[config.mk]
export PLATFORM = sky130hd
export DESIGN_NAME = wishbone_bus_if
export DESIGN_NICKNAME = d
export VERILOG_FILES = /design/src/rtl/wishbone_bus_if.sv
export SDC_FILE = /design/constraint.sdc
export NUM_CORES = 1
export LEC_CHECK = 0
export BUFFER_PORTS_ARGS = -buffer_cell sky130_fd_sc_hd__buf_4
export CAP_MARGIN = 20
export CORE_ASPECT_RATIO = 0.75
export CORE_MARGIN = 8
export CORE_UTILIZATION = 31
export CTS_CLUSTER_DIAMETER = 120
export CTS_CLUSTER_SIZE = 40
export DETAILED_ROUTE_END_ITERATION = 6
export GPL_TIMING_DRIVEN = 0
export PLACE_DENSITY = 0.67
export SLEW_MARGIN = 20
export SYNTH_ARGS = -nofsm -noshare
export SYNTH_HDL_FRONTEND = slang
export SYNTH_SLANG_ARGS = --single-unit
[constraint.sdc]
create_clock -name clk -period 2.65 [get_ports clk]
set_input_delay 0.53 -clock clk [delete_from_list [all_inputs] [get_ports clk]]
set_output_delay 0.53 -clock clk [all_outputs]
set_load 0.1 [all_outputs]
[src/rtl/wishbone_bus_if.sv]
// Bridges a single-cycle CPU memory request onto a Wishbone B3 classic bus, stalling the pipeline until ack.
// Optional bus timeout abort: define WB_TIMEOUT_EN.
module wishbone_bus_if #(
    parameter int STALL_BIT      = 1,
    parameter int TIMEOUT_CYCLES = 16
) (
    input  logic        clk,
    input  logic        rst,
    input  logic [5:0]  stall_i,
    input  logic        flush_i,
    input  logic        cpu_ce_i,
    input  logic [31:0] cpu_addr_i,
    input  logic [31:0] cpu_data_i,
    input  logic        cpu_we_i,
    input  logic [3:0]  cpu_sel_i,
    output logic [31:0] cpu_data_o,
    output logic        stallreq,
    input  logic [31:0] wishbone_data_i,
    input  logic        wishbone_ack_i,
    output logic [31:0] wishbone_addr_o,
    output logic [31:0] wishbone_data_o,
    output logic        wishbone_we_o,
    output logic [3:0]  wishbone_sel_o,
    output logic        wishbone_stb_o,
    output logic        wishbone_cyc_o,
    output logic        bus_err_o
);
    typedef enum logic [1:0] {IDLE, BUSY, WAIT_FOR_STALL} state_e;

    localparam logic [7:0] TO_LAST = 8'(TIMEOUT_CYCLES - 1);

    state_e      state_q, state_d;
    logic [31:0] addr_q, addr_d, wdat_q, wdat_d, rd_buf_q, rd_buf_d;
    logic        we_q, we_d, stb_q, stb_d, cyc_q, cyc_d;
    logic [3:0]  sel_q, sel_d;
    logic        timeout_hit;
    logic        stalled;
    logic        unused_cfg;

    assign stalled    = stall_i[STALL_BIT];
    assign unused_cfg = ^{stall_i, TO_LAST};

`ifdef WB_TIMEOUT_EN
    logic [7:0] cnt_q, cnt_d;
    logic       err_q, err_d;
    assign timeout_hit = (cnt_q == TO_LAST);
    assign bus_err_o   = err_q;
`else
    assign timeout_hit = 1'b0;
    assign bus_err_o   = 1'b0;
`endif

    always_comb begin
        state_d    = state_q;
        addr_d     = addr_q;
        wdat_d     = wdat_q;
        we_d       = we_q;
        sel_d      = sel_q;
        stb_d      = stb_q;
        cyc_d      = cyc_q;
        rd_buf_d   = rd_buf_q;
        stallreq   = 1'b0;
        cpu_data_o = 32'h0;
`ifdef WB_TIMEOUT_EN
        cnt_d      = cnt_q;
        err_d      = 1'b0;
`endif
        case (state_q)
            IDLE: begin
                stallreq = cpu_ce_i && !flush_i;
                if (cpu_ce_i && !flush_i) begin
                    addr_d  = cpu_addr_i;
                    wdat_d  = cpu_data_i;
                    we_d    = cpu_we_i;
                    sel_d   = cpu_sel_i;
                    stb_d   = 1'b1;
                    cyc_d   = 1'b1;
                    state_d = BUSY;
`ifdef WB_TIMEOUT_EN
                    cnt_d   = 8'h0;
`endif
                end
            end
            BUSY: begin
                if (flush_i || wishbone_ack_i || timeout_hit) begin
                    addr_d = 32'h0;
                    wdat_d = 32'h0;
                    we_d   = 1'b0;
                    sel_d  = 4'h0;
                    stb_d  = 1'b0;
                    cyc_d  = 1'b0;
                end
                if (flush_i) begin
                    rd_buf_d = 32'h0;
                    state_d  = IDLE;
                end else if (wishbone_ack_i) begin
                    if (!we_q) begin
                        rd_buf_d   = wishbone_data_i;
                        cpu_data_o = wishbone_data_i;
                    end
                    state_d = stalled ? WAIT_FOR_STALL : IDLE;
                end else if (timeout_hit) begin
                    // Abort looks like a read returning zero, flagged on bus_err_o.
                    rd_buf_d = 32'h0;
                    state_d  = stalled ? WAIT_FOR_STALL : IDLE;
`ifdef WB_TIMEOUT_EN
                    err_d    = 1'b1;
`endif
                end else begin
                    stallreq = 1'b1;
`ifdef WB_TIMEOUT_EN
                    cnt_d    = cnt_q + 8'h1;
`endif
                end
            end
            WAIT_FOR_STALL: begin
                cpu_data_o = rd_buf_q;
                if (flush_i) begin
                    rd_buf_d = 32'h0;
                    state_d  = IDLE;
                end else if (!stalled) begin
                    state_d = IDLE;
                end
            end
            default: state_d = IDLE;
        endcase
    end

    always_ff @(posedge clk) begin
        if (rst) begin
            state_q  <= IDLE;
            addr_q   <= 32'h0;
            wdat_q   <= 32'h0;
            we_q     <= 1'b0;
            sel_q    <= 4'h0;
            stb_q    <= 1'b0;
            cyc_q    <= 1'b0;
            rd_buf_q <= 32'h0;
        end else begin
            state_q  <= state_d;
            addr_q   <= addr_d;
            wdat_q   <= wdat_d;
            we_q     <= we_d;
            sel_q    <= sel_d;
            stb_q    <= stb_d;
            cyc_q    <= cyc_d;
            rd_buf_q <= rd_buf_d;
        end
    end

`ifdef WB_TIMEOUT_EN
    always_ff @(posedge clk) begin
        if (rst) begin
            cnt_q <= 8'h0;
            err_q <= 1'b0;
        end else begin
            cnt_q <= cnt_d;
            err_q <= err_d;
        end
    end
`endif

    assign wishbone_addr_o = addr_q;
    assign wishbone_data_o = wdat_q;
    assign wishbone_we_o   = we_q;
    assign wishbone_sel_o  = sel_q;
    assign wishbone_stb_o  = stb_q;
    assign wishbone_cyc_o  = cyc_q;
endmodule

==> metrics.yaml <==
global_routing:
  track_usage_pct: 16.4
  antenna_found_initial: 0
  grt_pass1_wl_um: 25000
  grt_max_degree: 19
  grt_overflow: 0
  grt_pass1_vias: 4653
timing:
  relSlewSlack_pct: 56.3
  slew_viol_final: 0
  finalSetupViolations: 0
  max_freq_mhz: 393
  hold_slack_ns: 0.404
  hold_violations: 0
  grt_setup_unrepaired: "no"
  setup_ws_ns: 0.105
  skew_ns: 0.00498
  worst_pin_slew_ns: 0.656
  period_minus_slack_ns: 2.55
  fin_crit_sh_pct: 96.0
floorplan:
  ios: 217
  dieArea_mm2: 0.0194
  initial_core_util_pct: 31.2
  core_mm2: 0.0150
  std_cell_rows: 39
  die_w_um: 158
  chipHeight_um: 123
final_layout:
  drive_gt1_share_pct: 40.7
  antenna_cells: 0
  fin_nets: 892
  syn_to_final_growth_pct: 56.0
clocking:
  cts_hold_buf: 0
  htreeDepth: 3
  cts_tree: "built"
  cts_num_sinks: 104
  clock-root-buffer: "clkbuf_16"
  cts_buffers: 9
  insertion_delay_ns: 0.35
  cts_buffer_depth: 2
  clk_pin_slew_ns: 0.07
synthesis:
  yosysUniqueCellTypes: 34
  synth_ff_type: "dfxtp_1"
  synth.avg_cell_area_um2: 8.43
  syn_area_mm2: 0.00469
  synth_edf_count: 0
  synth-async-reset-ratio_pct: 0
  yosys_warnings: 0
  syn-num-nets: 671
  yosysSeqAreaShare_pct: 44.4
  syn-instance-count: 556
  ys_seq_elements: 104
placed_design:
  port_buffers: 209
  routabilityCongestion: 0.738
  post-place-ws_ns: -0.114
  dp_hpwl_um: 12500
power:
  peakVddDrop_mv: 0.296
  leakage_nw: 2.81
  p_per_area_mw_per_mm2: 561
worst_setup_path:
  crit_path_end_kind: "primary output"
  cp-start-kind: "flop"
  worstPathRequired_ns: 2.12
  worstPathArrival_ns: 2.02
  crit_type: "reg2out"
  cp_max_fo: 10
run_status:
  run_status: "finished with violations"
  failed_checks: "design-rule violations"
min_path:
  hp-class: "in2reg"
flow_run:
  maxCapViolCount: 0
routing:
  wl_per_cell_um: 16.5
  drcViolationCount: 1
  first_pass_iters: 7
  wirelength_um: 16300
  drtIter0Drc: 280
  viasPerCell: 4.78
  via_count: 4714
  ant_nets: 0
-- worst paths after layout --
check | cells past startpoint | endpoint | slack, ns | from
worst min-delay path | 3 | rd_buf_q[2] | 0.40 | wishbone_data_i[2]
worst max register to register | 6 | rd_buf_q[18] | 0.55 | state_q[0]
worst min register to register | 2 | wishbone_data_o[31] | 0.45 | wishbone_data_o[31]
worst max-delay path | 8 | cpu_data_o[21] | 0.10 | state_q[1]
-- kinds of logic (layout without fill, tap and decap cells) --
kind of cell | count (synthesis) | in the layout | share of synthesized area, %
buffers and inverters | 57 | 283 | 6.59
AND/OR/NAND/NOR | 248 | 248 | 29.6
multiplexers | 1 | 1 | 0.213
adder cells (fa/ha/maj) | 3 | 3 | 0.801
AO/OA/AOI/OAI | 142 | 142 | 18.3
other | 1 | 1 | 0.0800
flip-flops | 104 | 104 | 44.4
-- stage by stage --
| stage | power, mW | setup TNS (ns) | util, % | cell area [um2] | instances |
|---|---|---|---|---|---|
| finish | 4.10 | 0 | 48.7 | 7320 | 987 |
| global route | 4.28 | 0 | 48.7 | 7320 | 987 |
| CTS | 4.15 | 0 | 47.9 | 7200 | 987 |
| detailed placement | 2.85 | -2.62 | 44.9 | 6740 | 970 |
| global placement | 2.85 | -2.61 | 44.9 | 6740 | 970 |
| floorplan | 2.51 | -0.174 | - | 4920 | 556 |
-- timing repair --
item	in CTS	in global routing
setup endpoints to repair	32	32
cloned	0	0
gates resized for setup	48	31
buffers inserted	2	0
-- area by class of cell --
class	instances	area (um2)
buffer	54	320
clock buffer	9	225
clock inverter	7	56.3
fill	1479	7710
inverter	2	7.51
multi-input combinational	395	2550
sequential	104	2080
tap	205	256
timing repair buffer	211	1820
-- layer usage --
layer	part of all wire [%]	track usage, %
met1	44	21.2
met2	46	25.4
met3	9.0	6.09
met4	1.1	4.00
met5	0	0
-- layout by cell type, fill, tap and decap left out, types with 4 or more instances in the layout --
cell type	n
buf_2	15
a21oi_1	64
buf_8	19
clkbuf_1	20
a22oi_1	32
o21ai_0	32
nand2_1	91
clkbuf_2	4
dfxtp_1	104
buf_6	15
clkbuf_16	9
nand3_1	32
nand3b_1	40
nor2b_4	30
nand2b_1	35
nand3b_2	8
buf_4	186
a21oi_2	9
buf_12	6
-- cells in the mapped netlist (3+ instances only) --
master	instances	area, um2
a21oi_1	65	325
a21oi_2	8	70.1
a22oi_1	32	240
buf_2	16	80.1
buf_6	9	101
clkbuf_1	26	97.6
dfxtp_1	104	2080
ha_1	3	37.5
nand2_1	91	342
nand2b_1	35	219
nand3_1	32	160
nand3b_1	40	300
nand3b_2	8	90.1
nor2b_1	32	200
o21ai_0	32	160
-- sequential cells by signal, summed over array words and instances (netlist names) --
signal	flops
wishbone_cyc_o	1
state_q	2
rd_buf_q	32
wishbone_addr_o	32
wishbone_data_o	32
wishbone_we_o	1
wishbone_sel_o	4
-- worst max-delay path, stage by stage (launching register included) --
cell,delay (ns)
dfxtp_1,0.34
inv_2,0.08
ha_4,0.13
nor4bb_2,0.27
buf_4,0.19
buf_4,0.18
a22oi_1,0.13
nor2b_4,0.14
buf_8,0.20
-- report_power, final --
group / total, mW / switching (mW) / internal [mW] / leakage (nW)
logic: 1.14 / 0.784 / 0.357 / 1.82
clock network: 1.28 / 0.633 / 0.649 / 0.135
registers: 1.68 / 0.0406 / 1.64 / 0.846
total: 4.10 / 1.46 / 2.64 / 2.81
No activity file was read; power rests on OpenSTA's default activity.
